**src/rtl/pc_sel_pkg.sv**
```systemverilog
// Shared constants for the IF-stage next-PC selector.
// Channel indices double as redirect priorities (0 = highest).
package pc_sel_pkg;

    localparam int SRC_EXCEPT  = 0;
    localparam int SRC_ERET    = 1;
    localparam int SRC_REFETCH = 2;
    localparam int SRC_BRANCH  = 3;

    localparam logic [31:0] DEFAULT_RESET_VECTOR = 32'hBFC0_0000;

    // One extra code point encodes "sequential advance".
    function automatic int selWidth(input int numSrc);
        return $clog2(numSrc + 1);
    endfunction

endpackage

```
**src/rtl/fixed_prio_arb.sv**
```systemverilog
// Find-first-one arbiter: lowest requesting index wins.
// Pure combinational; grant is zero when nothing requests.
module fixed_prio_arb
    import pc_sel_pkg::*;
#(
    parameter int N  = 4,
    parameter int GW = selWidth(N)
) (
    input  logic [N-1:0]  req,
    output logic [GW-1:0] grant,
    output logic          any
);

    always_comb begin
        grant = '0;
        for (int i = N - 1; i >= 0; i--) begin
            if (req[i]) begin
                grant = GW'(i);
            end
        end
    end

    assign any = |req;

endmodule

```
**src/rtl/next_pc_unit.sv**
```systemverilog
// Fetch PC register with prioritised redirects, sequential
// advance and a one-entry buffer for back-pressured redirects.
module next_pc_unit
    import pc_sel_pkg::*;
#(
    parameter int PC_WIDTH    = 32,
    parameter int NUM_SRC     = 4,
    parameter int FETCH_BYTES = 8,
    parameter logic [PC_WIDTH-1:0] RESET_VECTOR =
        PC_WIDTH'(DEFAULT_RESET_VECTOR),
    localparam int SEL_W = selWidth(NUM_SRC)
) (
    input  logic                        clk,
    input  logic                        resetn,
    input  logic [NUM_SRC-1:0]          redirect_valid,
    input  logic [NUM_SRC*PC_WIDTH-1:0] redirect_target,
    input  logic                        fetch_ready,
    output logic                        fetch_valid,
    output logic [PC_WIDTH-1:0]         fetch_pc,
    output logic [SEL_W-1:0]            pc_sel,
    output logic                        redirect_pending,
    output logic                        fetch_pc_misalign
);

    localparam logic [PC_WIDTH-1:0] STEP =
        PC_WIDTH'(FETCH_BYTES);
    localparam logic [PC_WIDTH-1:0] ALIGN_MASK =
        ~(PC_WIDTH'(FETCH_BYTES - 1));
    localparam logic [SEL_W-1:0] SEL_SEQ =
        SEL_W'(NUM_SRC);

    logic [PC_WIDTH-1:0] pc;
    logic                validQ;
    logic                pending;
    logic [SEL_W-1:0]    pendingIdx;
    logic [PC_WIDTH-1:0] pendingTarget;

    logic [SEL_W-1:0]    winIdx;
    logic                anyRedir;
    logic [PC_WIDTH-1:0] winTarget;
    logic [PC_WIDTH-1:0] seqPc;
    logic [PC_WIDTH-1:0] nextPc;
    logic                hs;
    logic                capture;

    fixed_prio_arb #(
        .N  (NUM_SRC),
        .GW (SEL_W)
    ) uArb (
        .req   (redirect_valid),
        .grant (winIdx),
        .any   (anyRedir)
    );

    always_comb begin
        winTarget = '0;
        for (int i = 0; i < NUM_SRC; i++) begin
            if (winIdx == SEL_W'(i)) begin
                winTarget =
                    redirect_target[i*PC_WIDTH +: PC_WIDTH];
            end
        end
    end

    assign hs    = validQ & fetch_ready;
    assign seqPc = (pc & ALIGN_MASK) + STEP;

    // A same-cycle redirect always beats the buffered one.
    always_comb begin
        nextPc = seqPc;
        pc_sel = SEL_SEQ;
        if (anyRedir) begin
            nextPc = winTarget;
            pc_sel = winIdx;
        end else if (pending) begin
            nextPc = pendingTarget;
            pc_sel = pendingIdx;
        end
    end

    // Equal priority replaces (newer wins); lower is dropped.
    assign capture = validQ & !hs & anyRedir &
                     (!pending | (winIdx <= pendingIdx));

    always_ff @(posedge clk or negedge resetn) begin
        if (!resetn) begin
            pc     <= RESET_VECTOR;
            validQ <= 1'b0;
        end else begin
            validQ <= 1'b1;
            if (hs) begin
                pc <= nextPc;
            end else if (!validQ && anyRedir) begin
                pc <= winTarget;
            end
        end
    end

    always_ff @(posedge clk or negedge resetn) begin
        if (!resetn) begin
            pending       <= 1'b0;
            pendingIdx    <= '0;
            pendingTarget <= '0;
        end else if (hs) begin
            pending <= 1'b0;
        end else if (capture) begin
            pending       <= 1'b1;
            pendingIdx    <= winIdx;
            pendingTarget <= winTarget;
        end
    end

    assign fetch_valid       = validQ;
    assign fetch_pc          = pc;
    assign redirect_pending  = pending;
    assign fetch_pc_misalign = |pc[1:0];

endmodule

```
**config.mk**
```make
export PLATFORM = sky130hd
export DESIGN_NAME = next_pc_unit
export DESIGN_NICKNAME = d
export VERILOG_FILES = /design/src/rtl/pc_sel_pkg.sv /design/src/rtl/fixed_prio_arb.sv /design/src/rtl/next_pc_unit.sv
export SDC_FILE = /design/constraint.sdc
export NUM_CORES = 1
export LEC_CHECK = 0
export CORE_MARGIN = 3
export CORE_UTILIZATION = 46
export CTS_CLUSTER_DIAMETER = 60
export DETAILED_ROUTE_END_ITERATION = 8
export GPL_TIMING_DRIVEN = 0
export PLACE_DENSITY = 0.94
export SYNTH_ARGS = -nofsm -noshare
export SYNTH_HDL_FRONTEND = slang
export SYNTH_SLANG_ARGS = --single-unit
```
**constraint.sdc**
```tcl
create_clock -name clk -period 2.5 [get_ports clk]
set_clock_uncertainty 0.05 [all_clocks]
set_input_delay 0.25 -clock clk [delete_from_list [all_inputs] [get_ports clk]]
set_output_delay 0.25 -clock clk [all_outputs]
set_load 0.05 [all_outputs]
```
==> run_results.csv <==
group,metric,value,unit
pwr,clkPwrFrac,20.4,%
sta,finalCriticalPeriod,2.47,ns
floorplanning,start_util,48.3,%
synthesis,synth_top_area_share,30.7,%
pwr,powerDensity,568,nW/um2
clock_tree,cts_sinks,68,
routing,routedWlPerCell,21.8,um
sta,max_freq,0.405,GHz
floorplanning,io_pins,173,
synthesis,synth_common_cells,"60 x nand2_1, 59 x dfrtp_1, 47 x o21ai_0",
synthesis,synth_ff_type,"dfrtp_1",
synthesis,syn_nets,707,
finish,multi_input_area,2940,um2
setup_path,crit_type,"flop to output port",
clock_tree,cts_tree,"built",
routing,drt-met1-wl,7240,um
run_status,status,"finished, final reports clean",
routing,vias_per_cell,6.38,
placement,hpwl,14800,um
placement,place_ws,-1.01,ns
setup_path,path_max_fanout,10,
placement,numPortBuffers,171,
pwr,power.leakage,0.00270,uW
placement,place_congestion,0.945,
global_route,grt_antenna_before_repair,2,
clock_tree,clkTransAtPathRegs,0.07,ns
routing,ant_nets,0,
floorplanning,die_x,108,um
synthesis,synth.distinct_cells,59,
pwr,peakVddDrop,0.000380,V
routing,wl_met3,2120,um
pwr,p_sw,1530,uW
synthesis,netlist_area,4800,um2
finish,drive_gt1_share,12.4,%
pwr,power.total,3990,uW
global_route,overflow,0,
global_route,grt.total_usage,33.8,%
synthesis,async_flop_share,100,%
sta,whs,0.430,ns
global_route,grt_pass1_wl,30400,um
global_route,first_global_vias,5697,
run,maxCapViolations,0,
synthesis,yosysSeqAreaShare,35.7,%
finish,syn2layout_area_growth,46.2,%
routing,remaining_drc_errors,0,
floorplanning,dieArea,11700,um2
sta,setup_viol,0,
sta,period_share,98.6,%
routing,drtIter0Drc,702,
routing,wl_met2,9420,um
synthesis,syn-instance-count,569,
synthesis,synth_seq_cells,68,
sta,setup_slack,0.0338,ns
setup_path,worstPathRequired,2.20,ns
routing,num_vias,5708,
synthesis,synthTopCellsByArea,"dfrtp_1 31%, dfstp_2 4.9%, o21ai_0 4.9%, nand2_1 4.7%, mux2_2 4.5%",
hold_path,hp-class,"flop to flop",
floorplanning,die_height,108,um
hold_path,worstHoldPathCells,2,
finish,fill_cells,773,
pwr,p_sw_share,38.4,%
setup_path,cp-start-kind,"flop",
synthesis,ys_warn_count,0,
sta,fin_setup_tns,0,ns
sta,rsz0062_at_grt,"false",
sta,maxSlewViolCount,0,
sta,final-hold-violation-count,0,
global_route,grt_max_degree,69,
synthesis,synth_edf_count,0,
finish,nets,892,
sta,tightest_slew,0.883,ns
clock_tree,clock_path_buffers,2,
routing,wirelength,19500,um
floorplanning,rows,36,
routing,topRoutingLayerUsed,"met4",
finish,area.sequential,1710,um2
floorplanning,coreArea,9950,um2
sta,maxSlewHeadroom,40.7,%
synthesis,synth_top_area_cell,"dfrtp_1",
pwr,intPower,2460,uW
routing,firstDrtPassIters,5,
clock_tree,htree_levels,3,
clock_tree,cts_root_buf,"clkbuf_8",
clock_tree,cts_buffers,9,
setup_path,cp_data_arrival_time,2.17,ns
setup_path,r2r_cells,5,
synthesis,yosysMostFrequentCell,"nand2_1",
pwr,seqPwrFrac,40.3,%
pwr,p_comb_share,39.4,%
clock_tree,clock_latency,0.37,ns
synthesis,syn_area_per_cell,8.44,um2
setup_path,end_kind,"output port",
power groups by stage:
stage	registers [uW]	logic, uW	clock network, uW
final	1610	1570	813
after global routing	1640	1660	850
after CTS	1590	1540	798
after detailed placement	1610	1500	0
after global placement	1590	1460	0
after floorplan	1810	654	0
worst max-delay path, stage by stage, from the launching register on:
cell and delay (ns):
dfrtp_1 0.38, clkbuf_2 0.22, clkbuf_4 0.27, buf_2 0.29
a31o_2 0.25, clkdlybuf4s15_2 0.38
cell families after synthesis:
group                      after synthesis  synth area share [%]
and+or+nand+nor                        200                  21.2
buffers and inverters                   56                  4.66
xor gates and xnor gates                26                  4.74
muxes                                   19                  4.45
other                                    1                0.0781
DFF                                     68                  35.7
adders and majority gates                3                 0.782
AOI/OAI and AO/OA                      196                  28.5
timing repair:
| action | in CTS | in global routing |
|---|---|---|
| pin swaps | 0 | 1 |
| setup endpoints to repair | 59 | 59 |
| gates resized for setup | 51 | 18 |
| hold buffers | 1 | 0 |
| hold endpoints to repair | 59 | 0 |
| buffers inserted | 0 | 2 |
registers in the layout, indices dropped and copies added (netlist names):
name	count
pendingTarget	32
redirect_pending	1
fetch_valid	1
fetch_pc	32
pendingIdx	2
layout make-up:
cell class / instances / area share (%)
multi-input cells: 445 / 41.9
repair buffers: 174 / 24.8
flip-flops and latches: 68 / 24.4
plain buffers: 47 / 3.71
well taps: 133 / 2.37
clock buffers: 14 / 2.17
inverters: 9 / 0.481
clock inverters: 2 / 0.143
diodes: 2 / 0.0713
stage by stage:
| stage | area, um2 | utilization, % | instances |
|---|---|---|---|
| finish | 7020 | 70.5 | 894 |
| global route | 7020 | 70.5 | 894 |
| CTS | 6950 | 69.8 | 890 |
| detailed placement | 6680 | 67.1 | 873 |
| global placement | 6680 | 67.1 | 873 |
| floorplan | 4800 | - | 569 |
routing by layer:
layer / track usage [%] / vias to the layer above
met2: 56.3 / 414
met4: 15.1 / 0
met5: 0 / -
li1: - / 2512
met3: 7.46 / 67
met1: 42.0 / 2715
cells in the final DEF (no fill, tap or decap), types with 7 or more instances in the layout:
| master | netlist | layout |
|---|---|---|
| a211oi_1 | 18 | 18 |
| a21oi_1 | 30 | 30 |
| a221oi_1 | 22 | 22 |
| a2bb2oi_1 | 12 | 12 |
| a311o_1 | 12 | 12 |
| clkbuf_1 | 36 | 24 |
| clkbuf_2 | 1 | 9 |
| clkbuf_8 | 0 | 11 |
| clkdlybuf4s50_1 | 0 | 164 |
| dfrtp_1 | 59 | 59 |
| dfstp_2 | 9 | 9 |
| inv_1 | 9 | 9 |
| mux2_2 | 19 | 19 |
| nand2_1 | 60 | 59 |
| nand2b_1 | 8 | 8 |
| nand3_1 | 18 | 16 |
| nor2_1 | 39 | 38 |
| nor2b_1 | 18 | 17 |
| nor3_1 | 17 | 15 |
| o21ai_0 | 47 | 46 |
| o22ai_1 | 15 | 15 |
| o31ai_1 | 8 | 8 |
| xnor2_1 | 19 | 19 |
| xor2_1 | 7 | 7 |
path summary, 6_finish.rpt:
path                                               start                             to  slack [ns]
max                         redirect_pending$_DFFE_PN0P_                      pc_sel[1]        0.03
min                        pendingTarget[12]$_DFFE_PN0P_  pendingTarget[12]$_DFFE_PN0P_        0.43
max reg2reg                     fetch_pc[14]$_DFFE_PN0P_       fetch_pc[26]$_DFFE_PN1P_        0.11
min reg2reg                pendingTarget[12]$_DFFE_PN0P_  pendingTarget[12]$_DFFE_PN0P_        0.43
max in group asynchronous                         resetn   pendingTarget[6]$_DFFE_PN0P_        1.33
min in group asynchronous                         resetn  pendingTarget[22]$_DFFE_PN0P_        0.49
Power figures use the tool's default switching activity.
==> patch 1, RTL diff (same flow settings) <==
The parameter `NUM_SRC` goes from 4 to 3.
--- a/src/rtl/next_pc_unit.sv
+++ b/src/rtl/next_pc_unit.sv
@@ -4,7 +4,7 @@
     import pc_sel_pkg::*;
 #(
     parameter int PC_WIDTH    = 32,
-    parameter int NUM_SRC     = 4,
+    parameter int NUM_SRC     = 3,
     parameter int FETCH_BYTES = 8,
     parameter logic [PC_WIDTH-1:0] RESET_VECTOR =
         PC_WIDTH'(DEFAULT_RESET_VECTOR),
Interface: changed (resized pc_sel, redirect_target and redirect_valid); port bits go from 173 to 139. No check against the original RTL was run, so the function may have changed too.
==> patch 1 against the unedited design <==
- final cell count decreased by 4.5%
- setup slack improved by 0.040 ns
- sequential cell count unchanged
- wire length decreased by 10%
- die area decreased by 4.5%
- synthesized area decreased by 4.8%
- critical path depth increased by 6
- power decreased by 0.40%
- register-to-register slack improved by 0.04 ns
- design area decreased by 8.9%
- critical endpoint is now pendingTarget[9]
- largest cell class unchanged
==> patch 1: results (changes against the unedited design) <==
Placed design
  • Setup WS pre-CTS: -1.05 ns (-0.0436 ns)
  • HPWL after detailed placement: 12700 um (-14%)
  • Area after DPL: 6120 um^2 (-8.3%)
  • Placed insts: 838 (-4.0%)

Power
  • Sequential Power Share: 0.400 (-0.003)
  • Pwr dens: 621 nW/um^2 (+9.3%)
  • P_clk: 0.942 mW (+16%)

GRT
  • First-pass GRT wire length: 27300 um (-10%)
  • Initial antenna violation count: 0 (-2)

Setup path
  • Slowest cell on the critical path: dlygate4sd2_1
  • Reg2reg end: fetch_pc[25]
  • Reg2Reg Depth: 7 (+2)
  • R2r setup slk: 0.15 ns (+0.04 ns)

Route
  • Post-Route WL: 17500 um (-10%)
  • Met2 wire length: 8070 um (-14%)
  • Iteration-0 DRC Markers: 464 (-34%)

Cells and area
  • Multi-input logic area: 2670 um^2 (-9.0%)
  • Multi-input gates: 451 (+1.3%)
  • Signal buffers: 179 (-19%)
  • Fraction of area in registers: 0.268 (+0.0239)
  • Non-clk invs: 11 (+2)
  • Antenna fix cells: 0 (-2)

Min path
  • Hold path start: pendingTarget[29]

Clocking
  • Post-CTS setup buffer count: 3 (+3)

Status
  • Run status: complete, no violations

Yosys
  • Cells after Synth: 571 (+0.35%)
[patch 1: cell types whose count changed in the layout (fill, tap and decap cells not counted), moves of 12 or more]
cell and change:
a221oi_1 -20, clkdlybuf4s50_1 -32, nor2b_1 -15, a31oi_1 +13, nor2_1 +17, a311o_1 -12
nand2_1 +40
[patch 1: worst min-delay path, stage by stage, from the launching register on]
cell,delay [ns]
dfrtp_1,0.34
nand2_1,0.05
o21ai_0,0.06
[patch 1: logic make-up after synthesis]
group                    share of synthesized area
multiplexers                                0.0408
adder cells (fa/ha/maj)                    0.00821
AO/OA/AOI/OAI                                0.256
XOR/XNOR                                    0.0249
flip-flops                                   0.375
AND/OR/NAND/NOR                              0.247
other                                     0.000820
buffers and inverters                       0.0479
[patch 1: how the worst max path moves through the flow]
stage                        end  cells past startpoint
2_1_floorplan  pendingTarget[10]                     11
3_3_place_gp   pendingTarget[23]                      1
3_5_place_dp   pendingTarget[28]                     13
4_1_cts                pc_sel[0]                      5
5_1_grt         pendingTarget[9]                     11
6_report        pendingTarget[9]                     11
==> patch 2, RTL diff (same flow settings) <==
Without the edit above. Register the output `redirect_pending` once more, without a reset; this adds one clock of latency there. The other outputs are not delayed to match.
--- a/src/rtl/next_pc_unit.sv
+++ b/src/rtl/next_pc_unit.sv
@@ -112,7 +112,9 @@
 
     assign fetch_valid       = validQ;
     assign fetch_pc          = pc;
-    assign redirect_pending  = pending;
+    always_ff @(posedge clk) begin
+        redirect_pending <= pending;
+    end
     assign fetch_pc_misalign = |pc[1:0];
 
 endmodule
Check against the original RTL: not equivalent (Yosys sat finds a counterexample within 4 cycles, from zero or initial values and one cycle with resetn low).
==> patch 2 against the unedited design <==
- wire length shrank 2.2%
- design area is 0.69% lower
- final cell count decreased by 0.45%
- synthesized area rose by 0.42%
- sequential cell count increased by 1
- clock power is 2% higher
- power hardly changed
- setup slack better by 0.019 ns
- highest routed layer unchanged
- largest cell class unchanged
==> patch 2: results (changes against the unedited design) <==
Power
  • Pwr dens: 573 nW/um^2 (+0.74%)
  • Internal power: 2.49 mW (+1.5%)
  • Sequential Power Share: 0.406 (+0.003)
  • Logic gate share of total power: 0.387 (-0.007)
  • Leakage power: 2.66 nW (-1.7%)
  • Worst vdd ir: 383 uV (+0.63%)

Placed design
  • HPWL after detailed placement: 14700 um (-0.52%)
  • GP Congestion: 0.968 (+2.5%)
  • Setup WS pre-CTS: -0.989 ns (+0.0187 ns)
  • Placed insts: 874 (+0.11%)

Cells and area
  • Final Cell Area: 6970 um^2 (-0.69%)
  • Antenna fix cells: 0 (-2)
  • Share of cells above drive strength 1: 0.115 (-0.00892)
  • Nets: 890 (-0.22%)
  • Filler Cells Inserted: 790 (+2.2%)

Yosys
  • Area share of fa/ha/maj cells after synthesis: 0.00778 (-0.0000324)
  • Register area share after synthesis: 0.359 (+0.00267)
  • Multiplexer area fraction after synthesis: 0.0444 (-0.000185)
  • Post-synth ARST share: 0.986 (-0.0145)
  • Cells after Synth: 570 (+0.18%)
  • Synth cell types: 60 (+1.7%)
  • Syn Nets: 708 (+0.14%)

GRT
  • Vias in the first global route: 5654 (-0.75%)
  • Initial antenna violation count: 0 (-2)
  • First-pass GRT wire length: 29600 um (-2.5%)
  • Overall Global Routing Usage: 0.329 (-0.00863)

Setup path
  • Worst reg2reg path startpoint: fetch_pc[10]
  • Reg2reg end: fetch_pc[25]
  • Worst setup path startpoint: pending
  • Max stage delay on crit path: 0.55 ns (+0.17 ns)
  • Reg2Reg Depth: 6 (+1)
  • Crit path arrival time: 2.15 ns (-0.02 ns)

Route
  • Total number of vias: 5619 (-1.6%)
  • Iteration-0 DRC Markers: 506 (-28%)
  • Post-Route WL: 19100 um (-2.2%)

Min path
  • Hold Path End: pendingTarget[14]
  • Hold path start: pendingTarget[14]

Status
  • Run status: complete, no violations

Timing
  • Tightest Pin Transition: 0.849 ns (-0.0339 ns)

Clocking
  • Cts repair resizes: 50 (-2.0%)
patch 2: worst max-delay path by stage:
stage | to | cells past startpoint | slack, ns
floorplan | pendingTarget[15] | 10 | 0.01
global placement | fetch_pc[0] | 1 | -0.99
detailed placement | pendingIdx[0] | 12 | -0.99
CTS | pc_sel[0] | 5 | 0.07
global route | pc_sel[0] | 5 | 0.003
finish | pc_sel[0] | 5 | 0.05
patch 2: critical path, delay by kind of cell, from the launching register on:
kind | cells | cell delay, ns
buffers and inverters | 3 | 1.03
DFF | 1 | 0.55
and+or+nand+nor | 2 | 0.20
patch 2: cell type report:
cell class,count,area share
well taps,133,0.0239
clock inverters,2,0.00144
clock buffers,14,0.0233
plain buffers,46,0.0350
repair buffers,172,0.246
inverters,9,0.00484
multi-input cells,445,0.417
flip-flops and latches,69,0.249
patch 2: per-layer routing:
layer / part of all wire / GRT usage
met1: 0.39 / 0.424
met4: 0.032 / 0.128
met2: 0.48 / 0.541
met5: 0 / 0
met3: 0.093 / 0.0687
